[src/rtl/gpp_seq.sv]
// gpp_seq: packet-level sequencer for the generic packet parser.
// Tracks SOP/EOP framing on a 32-bit word stream, tags header words with
// their parser stage, and pulses header/packet completion and framing or
// length errors one cycle after the triggering word is accepted.
// Optional statistics counters are enabled by defining GPP_SEQ_STATS_EN.
module gpp_seq #(
    parameter int NUM_STAGES    = 3,
    parameter int STG_W         = 4,
    parameter int MAX_PKT_WORDS = 1024,
    parameter int CNT_W         = 11
) (
    input  logic             clk,
    input  logic             reset,
    input  logic             din_v,
    input  logic             din_sop,
    input  logic             din_eop,
    input  logic             stall,
    output logic             din_rdy,
    output logic [STG_W-1:0] pp_stage,
    output logic             pp_stage_v,
    output logic             hdr_done,
    output logic             pkt_done,
    output logic [CNT_W-1:0] pkt_len,
    output logic             err_short,
    output logic             err_long,
    output logic             err_proto,
`ifdef GPP_SEQ_STATS_EN
    input  logic             stat_clr,
    output logic [15:0]      stat_pkts,
    output logic [15:0]      stat_errs,
`endif
    output logic             busy
);

    typedef enum logic [1:0] {
        IDLE  = 2'd0,
        HDR   = 2'd1,
        BODY  = 2'd2,
        DRAIN = 2'd3
    } state_t;

    localparam logic [STG_W-1:0] LAST_STG = STG_W'(NUM_STAGES - 1);
    localparam logic [CNT_W-1:0] MAX_W    = CNT_W'(MAX_PKT_WORDS);
    localparam logic [CNT_W-1:0] ONE_W    = CNT_W'(1);

    state_t           state_reg, state_next;
    logic [STG_W-1:0] stage_reg, stage_next;
    logic [CNT_W-1:0] wcnt_reg, wcnt_next;
    logic [CNT_W-1:0] wcnt_inc;
    logic [CNT_W-1:0] pkt_len_reg, pkt_len_next;
    logic             hdr_done_reg, hdr_done_next;
    logic             pkt_done_reg, pkt_done_next;
    logic             err_short_reg, err_short_next;
    logic             err_long_reg, err_long_next;
    logic             err_proto_reg, err_proto_next;
    logic             acc;

    // Handshake and stage tagging; a sop in any state is stage 0 of a new packet.
    always_comb begin
        din_rdy    = ~stall;
        acc        = din_v & ~stall;
        pp_stage_v = acc & (din_sop | (state_reg == HDR));
        pp_stage   = (din_sop || state_reg != HDR) ? '0 : stage_reg;
        busy       = (state_reg != IDLE);
    end

    // Next-state and pulse generation; nothing moves unless a word is accepted.
    always_comb begin
        state_next     = state_reg;
        stage_next     = stage_reg;
        wcnt_next      = wcnt_reg;
        pkt_len_next   = pkt_len_reg;
        hdr_done_next  = 1'b0;
        pkt_done_next  = 1'b0;
        err_short_next = 1'b0;
        err_long_next  = 1'b0;
        err_proto_next = 1'b0;
        wcnt_inc       = wcnt_reg + ONE_W;
        if (acc) begin
            if (din_sop) begin
                // New packet start; outside IDLE it aborts the current one.
                err_proto_next = (state_reg != IDLE);
                wcnt_next      = ONE_W;
                stage_next     = '0;
                if (NUM_STAGES == 1) begin
                    hdr_done_next = 1'b1;
                    if (din_eop) begin
                        pkt_done_next = 1'b1;
                        pkt_len_next  = ONE_W;
                        state_next    = IDLE;
                    end else if (MAX_W == ONE_W) begin
                        err_long_next = 1'b1;
                        state_next    = DRAIN;
                    end else begin
                        state_next = BODY;
                    end
                end else if (din_eop) begin
                    err_short_next = 1'b1;
                    state_next     = IDLE;
                end else begin
                    stage_next = STG_W'(1);
                    state_next = HDR;
                end
            end else begin
                case (state_reg)
                    IDLE: begin
                        err_proto_next = 1'b1;
                    end
                    HDR: begin
                        wcnt_next = wcnt_inc;
                        if (stage_reg == LAST_STG) begin
                            hdr_done_next = 1'b1;
                            stage_next    = '0;
                            if (din_eop) begin
                                pkt_done_next = 1'b1;
                                pkt_len_next  = wcnt_inc;
                                state_next    = IDLE;
                            end else if (wcnt_inc == MAX_W) begin
                                // Header alone fills the length budget.
                                err_long_next = 1'b1;
                                state_next    = DRAIN;
                            end else begin
                                state_next = BODY;
                            end
                        end else if (din_eop) begin
                            err_short_next = 1'b1;
                            stage_next     = '0;
                            state_next     = IDLE;
                        end else begin
                            stage_next = stage_reg + STG_W'(1);
                        end
                    end
                    BODY: begin
                        if (din_eop) begin
                            pkt_done_next = 1'b1;
                            pkt_len_next  = wcnt_inc;
                            state_next    = IDLE;
                        end else if (wcnt_inc == MAX_W) begin
                            err_long_next = 1'b1;
                            state_next    = DRAIN;
                        end else begin
                            wcnt_next = wcnt_inc;
                        end
                    end
                    DRAIN: begin
                        if (din_eop) begin
                            state_next = IDLE;
                        end
                    end
                    default: begin
                        state_next = IDLE;
                    end
                endcase
            end
        end
    end

    // State, counters and registered pulses.
    always_ff @(posedge clk or posedge reset) begin
        if (reset) begin
            state_reg     <= IDLE;
            stage_reg     <= '0;
            wcnt_reg      <= '0;
            pkt_len_reg   <= '0;
            hdr_done_reg  <= 1'b0;
            pkt_done_reg  <= 1'b0;
            err_short_reg <= 1'b0;
            err_long_reg  <= 1'b0;
            err_proto_reg <= 1'b0;
        end else begin
            state_reg     <= state_next;
            stage_reg     <= stage_next;
            wcnt_reg      <= wcnt_next;
            pkt_len_reg   <= pkt_len_next;
            hdr_done_reg  <= hdr_done_next;
            pkt_done_reg  <= pkt_done_next;
            err_short_reg <= err_short_next;
            err_long_reg  <= err_long_next;
            err_proto_reg <= err_proto_next;
        end
    end

    assign hdr_done  = hdr_done_reg;
    assign pkt_done  = pkt_done_reg;
    assign pkt_len   = pkt_len_reg;
    assign err_short = err_short_reg;
    assign err_long  = err_long_reg;
    assign err_proto = err_proto_reg;

`ifdef GPP_SEQ_STATS_EN
    logic [15:0] stat_pkts_reg;
    logic [15:0] stat_errs_reg;
    logic        any_err_next;

    assign any_err_next = err_short_next | err_long_next | err_proto_next;

    // Saturating event counters, updated on the same edge as the pulses; clear wins.
    always_ff @(posedge clk or posedge reset) begin
        if (reset) begin
            stat_pkts_reg <= '0;
            stat_errs_reg <= '0;
        end else if (stat_clr) begin
            stat_pkts_reg <= '0;
            stat_errs_reg <= '0;
        end else begin
            if (pkt_done_next && stat_pkts_reg != 16'hFFFF) begin
                stat_pkts_reg <= stat_pkts_reg + 16'd1;
            end
            if (any_err_next && stat_errs_reg != 16'hFFFF) begin
                stat_errs_reg <= stat_errs_reg + 16'd1;
            end
        end
    end

    assign stat_pkts = stat_pkts_reg;
    assign stat_errs = stat_errs_reg;
`endif

endmodule
[config.mk]
export PLATFORM = sky130hd
export DESIGN_NAME = gpp_seq
export DESIGN_NICKNAME = d
export VERILOG_FILES = /design/src/rtl/gpp_seq.sv
export SDC_FILE = /design/constraint.sdc
export NUM_CORES = 1
export LEC_CHECK = 0
export CAP_MARGIN = 15
export CORE_AREA = 8 8 104 97
export DETAILED_ROUTE_END_ITERATION = 10
export DIE_AREA = 0 0 112 105
export SETUP_SLACK_MARGIN = 0.4
export SLEW_MARGIN = 15
export SYNTH_ARGS = -nofsm -noshare
export SYNTH_HDL_FRONTEND = slang
export SYNTH_SLANG_ARGS = --single-unit
export TNS_END_PERCENT = 100
[constraint.sdc]
create_clock -name clk -period 2.45 [get_ports clk]
set_clock_uncertainty 0.15 [all_clocks]
set_input_delay 0.245 -clock clk [delete_from_list [all_inputs] [get_ports clk]]
set_output_delay 0.245 -clock clk [all_outputs]
set_load 0.01 [all_outputs]
Word level (Yosys, flattened, before mapping). Cells that the tools add are included.

Flip-flop bits (word level): 33. Output and inout bits: 23. Input bits: 6.

Muxes and demuxes: 44. Add/subtract/negate cells: 2. Equal/unequal tests: 10. Reduce and logical (&&, ||, !) cells: 11. Bitwise operators: 5.

Operator list (number): 11-bit two-way mux (5); 11-bit one-hot mux with 2 select lines (2); 1-bit two-way mux (23); 4-bit two-way mux (5); 2-bit two-way mux (6); 11-bit by 1-bit adder with 11-bit output (second input constant) (1); 11-bit equality test (second input constant) (1); 4-bit AND reduction (2); 3-bit inequality test (second input constant) (2); 2-bit one-hot mux with 3 select lines (1); 2-bit nonzero test (3); 4-bit by 1-bit adder with 4-bit output (second input constant) (1); 2-bit equality test (second input constant) (2); 4-bit by 2-bit equality test with 1-bit output (second input constant) (1); 2-bit by 1-bit inequality test with 1-bit output (second input constant) (2); 4-bit inequality test (second input constant) (1); 1-bit one-hot mux with 2 select lines (2); 4-bit nonzero test (1); 3-bit AND reduction (1); 3-bit nonzero test (1); 1-bit bitwise AND (2); 2-bit by 1-bit equality test with 1-bit output (second input constant) (1); 2-bit zero test (1); 1-bit NOT (2); other kinds (3) (3).

Longest topological paths before layout.
Word-level depth: 8. Gate-level depth with buffers: 10.

Worst setup path after synthesis. Ideal clock, no wire load.

Path type: flip-flop to flip-flop. Start: register wcnt_reg[0]. End: register wcnt_reg[10]. Period minus slack after synthesis: 2.297 ns. Buffers on the path: 0. Cell stages (with the launch flop): 9. Arrival: 2.023 ns. Path slack: 0.153 ns. Cells stage by stage: dfrtp_1 -> ha_1 -> nand2_2 -> nor3_4 -> xor2_1 -> and4_1 -> a41o_4 -> or2_1 -> o2bb2ai_1.

Word-level cells in the longest chain between the ends: 5.

Ends and longest elaborated chain: from (decl) (line 48) `logic [CNT_W-1:0] wcnt_reg, wcnt_next;`; from (signal assigned) (line 173) `wcnt_reg <= wcnt_next;`; 11-bit by 1-bit adder with 11-bit output (*) (line 78) `wcnt_inc = wcnt_reg + ONE_W;`; branches (longest 4 deep; another with 11-bit equality test).

Every way passes the cells marked *. The select of a mux whose other input is x is not followed. A chain may end at the register's enable or synchronous reset.

Final worst setup path.
Start: register wcnt_reg[1]. End: register wcnt_reg[0].

Word-level cells in the longest chain between the ends: 4.

Ends and longest elaborated chain: 11-bit by 1-bit adder with 11-bit output (line 78); 11-bit equality test (line 138) `end else if (wcnt_inc == MAX_W) begin`; 3-bit inequality test (no line); 4-bit AND reduction (no line).

Every way passes these cells.

==> impl_metrics.yaml <==
worst_setup_path:
  worstSetupPathType: "reg -> reg"
  crit_path_start_kind: "flip-flop"
  cp_max_fo: 6
  r2r-end: "wcnt_reg[0]"
  end_kind: "flip-flop"
  worst-path-stages: 8
  r2r_cells: 8
  worstPathRequired_ns: 2.48
  setup.worst_path.end: "wcnt_reg[0]"
  critPathBufInv: 0
  critPathTopFamily: "simple AND/OR/NAND/NOR gates"
  cp-startpoint: "wcnt_reg[1]"
  slowest_stage: "dfrtp_2"
  worst_ep_arrival_time_ns: 2.19
  rr_startpoint: "wcnt_reg[1]"
  critPathMaxStageDelay_ns: 0.44
  crit_chain: "ha_4, nand2_4, nor3_4, xor2_2, and4_4, a41o_4, nor3_1, a21o_1"
  reg2reg_slack_ns: 0.29
global_routing:
  grt.overflow.total: 0
  grt_first_pass_wirelength_um: 9039
  grt_pass1_vias: 1803
  grt_max_degree: 20
  track_usage_pct: 9.295
  antenna_found_initial: 0
drt:
  highest_layer: "met4"
  wirelength_um: 5649
  wire_per_inst_um: 14.87
  ant_nets: 0
  dr.pass1.iters: 4
  met3_length_um: 337
  drt_iter0_markers: 69
  via_count: 1845
  route.met2.wl_um: 2651
  vias_per_cell: 4.855
  drc_errors: 0
  wl_met1_um: 2486
synth:
  ys_seq_elements: 33
  synth.area.top_cells: "dfrtp_1, a21oi_1, nor2_1, ha_1, o21ai_0"
  synth.largest_area_cell: "dfrtp_1"
  syn_avg_cell_area_um2: 9.091
  synth_edf_count: 0
  synth_top_area_share_pct: 40.92
  synthesis.yosys.warnings: 0
  synthCells: 222
  synthDistinctLibCells: 46
  syn_nets: 236
  synthArstFlopShare_pct: 100.0
  syn_area_mm2: 0.002018
  synth-main-ff-cell: "dfrtp_1"
  ys_seq_area_share_pct: 40.92
floorplan:
  die_h_um: 105
  num_rows: 32
  ioPinCount: 29
  die_w_um: 112
  die_area_mm2: 0.01176
  initial_core_util_pct: 24.23
  core_mm2: 0.008328
placement:
  port-buffer-count: 28
  routabilityCongestion: 0.8315
  hpwlAfterDp_um: 3839
  dpl-instance-area_mm2: 0.002461
sta:
  tns_ns: 0
  finalSetupViolCount: 0
  slew_headroom_pct: 81.06
  worst_pin_slew_ns: 0.2812
  post-route-min-period_ns: 2.161
  final_hold_viol_count: 0
  report.final.slew_viol_count: 0
  fin_crit_sh_pct: 88.19
  rsz0062_at_grt: "yes"
  fmax_ghz: 0.4628
clock_tree:
  clkTransAtPathRegs_ns: 0.07
  clkSinkCount: 33
  cts_tree: "built"
  numCtsBuffers: 5
  ctsHtreeMaxLevel: 2
  max-clock-path-buffers: 2
  clock_latency_ns: 0.29
  cts_root_buf: "clkbuf_8"
cells_and_area:
  syn_to_final_growth_pct: 43.40
  antennaDiodeCount: 0
  nNetsFinal: 291
  fin_area_mm2: 0.002894
  drive_gt1_share_pct: 30.94
flow_run:
  drv_cap: 0
outcome:
  status: "finished, final reports clean"
pwr:
  leakagePower_nw: 1.181
  vdd_drop_max_mv: 0.2311
  power_density_mw_per_mm2: 764.6
hold_path:
  hp-class: "in -> async"
worst register-to-register path, cell delays in order (launching register included):
cell and delay [ns]:
dfrtp_2 0.44, ha_4 0.21, nand2_4 0.10, nor3_4 0.19
xor2_2 0.22, and4_4 0.28, a41o_4 0.25, nor3_1 0.06
a21o_1 0.15
kinds of logic (layout without fill, tap and decap cells):
| kind of cell | count (synthesis) | in the layout | synth area share, % |
|---|---|---|---|
| buffers and inverters | 20 | 74 | 6.013 |
| xor gates and xnor gates | 13 | 13 | 5.642 |
| DFF | 33 | 33 | 40.92 |
| AOI/OAI and AO/OA | 61 | 62 | 18.54 |
| and+or+nand+nor | 85 | 86 | 22.88 |
| adders and majority gates | 8 | 8 | 4.960 |
| muxes | 2 | 2 | 1.054 |
worst min-delay path by stage:
| stage | from | end | slack [ns] | cells past startpoint |
|---|---|---|---|---|
| final | reset | pkt_done | 0.04 | 2 |
| after detailed placement | reset | stage_reg[2] | 0.36 | 2 |
| after global routing | reset | pkt_done | 0.07 | 2 |
| after floorplan | reset | err_long | 0.22 | 1 |
| after global placement | reset | stage_reg[2] | 0.35 | 2 |
| after CTS | reset | pkt_done | 0.05 | 2 |
what timing repair did:
action | 4_1_cts | 5_1_grt
buffers inserted | 5 | 8
setup endpoints to repair | 19 | 26
pin swaps | 0 | 8
gates resized for setup | 30 | 31
hold buffers | 0 | 0
endpoints found under the hold margin | 0 | 0
gates cloned | 0 | 3
where the power goes:
group	switching (mW)	total [mW]	internal, mW
Combinational	0.475	0.993	0.518
Sequential	0.122	0.806	0.684
Clock	0.217	0.413	0.196
Total	0.814	2.21	1.40
cells in the final DEF (no fill, tap or decap), types with 4 or more instances in the layout:
cell type	count
a21oi_1	20
and2_1	4
buf_4	24
clkbuf_8	5
clkdlybuf4s50_1	22
dfrtp_1	26
dfrtp_2	7
dlygate4sd2_1	6
ha_1	5
inv_1	10
nand2_1	14
nand3_1	5
nand3_4	4
nor2_1	25
nor3_1	5
o21ai_0	12
o21ai_1	7
o31ai_2	4
xnor2_1	9
cells in the mapped netlist (4+ instances only):
master / count
a21oi_1: 23
and2_1: 5
dfrtp_1: 33
ha_1: 8
inv_1: 11
nand2_1: 14
nand3_1: 8
nor2_1: 28
nor3_1: 6
o21ai_0: 19
o31ai_1: 6
xnor2_1: 9
xor2_1: 4
layer usage:
layer / up-vias / GRT usage, %
met5: - / 0
met4: 0 / 2.887
met3: 16 / 2.819
met2: 48 / 15.69
met1: 887 / 11.11
li1: 894 / -
final cells by class:
class / count / area, um2
well taps: 102 / 127.6
clock buffers: 5 / 68.82
fillers: 848 / 5434
multi-input cells: 171 / 1321
clock inverters: 3 / 17.52
inverters: 11 / 41.29
repair buffers: 55 / 483.0
flip-flops and latches: 33 / 834.6
stage by stage:
step / hold WS (ns) / power (mW) / setup slack (ns) / cells / utilization (%)
final: 0.04069 / 2.213 / 0.2893 / 380 / 34.75
after global routing: 0.06716 / 2.364 / 0.2166 / 380 / 34.75
after CTS: 0.04595 / 2.117 / 0.2673 / 369 / 32.15
after detailed placement: 0.3586 / 1.603 / 0.09805 / 356 / 29.55
after global placement: 0.3504 / 1.598 / 0.1822 / 356 / 29.55
after floorplan: 0.2238 / 1.238 / 0.4081 / 222 / -
Power figures use the tool's default switching activity.
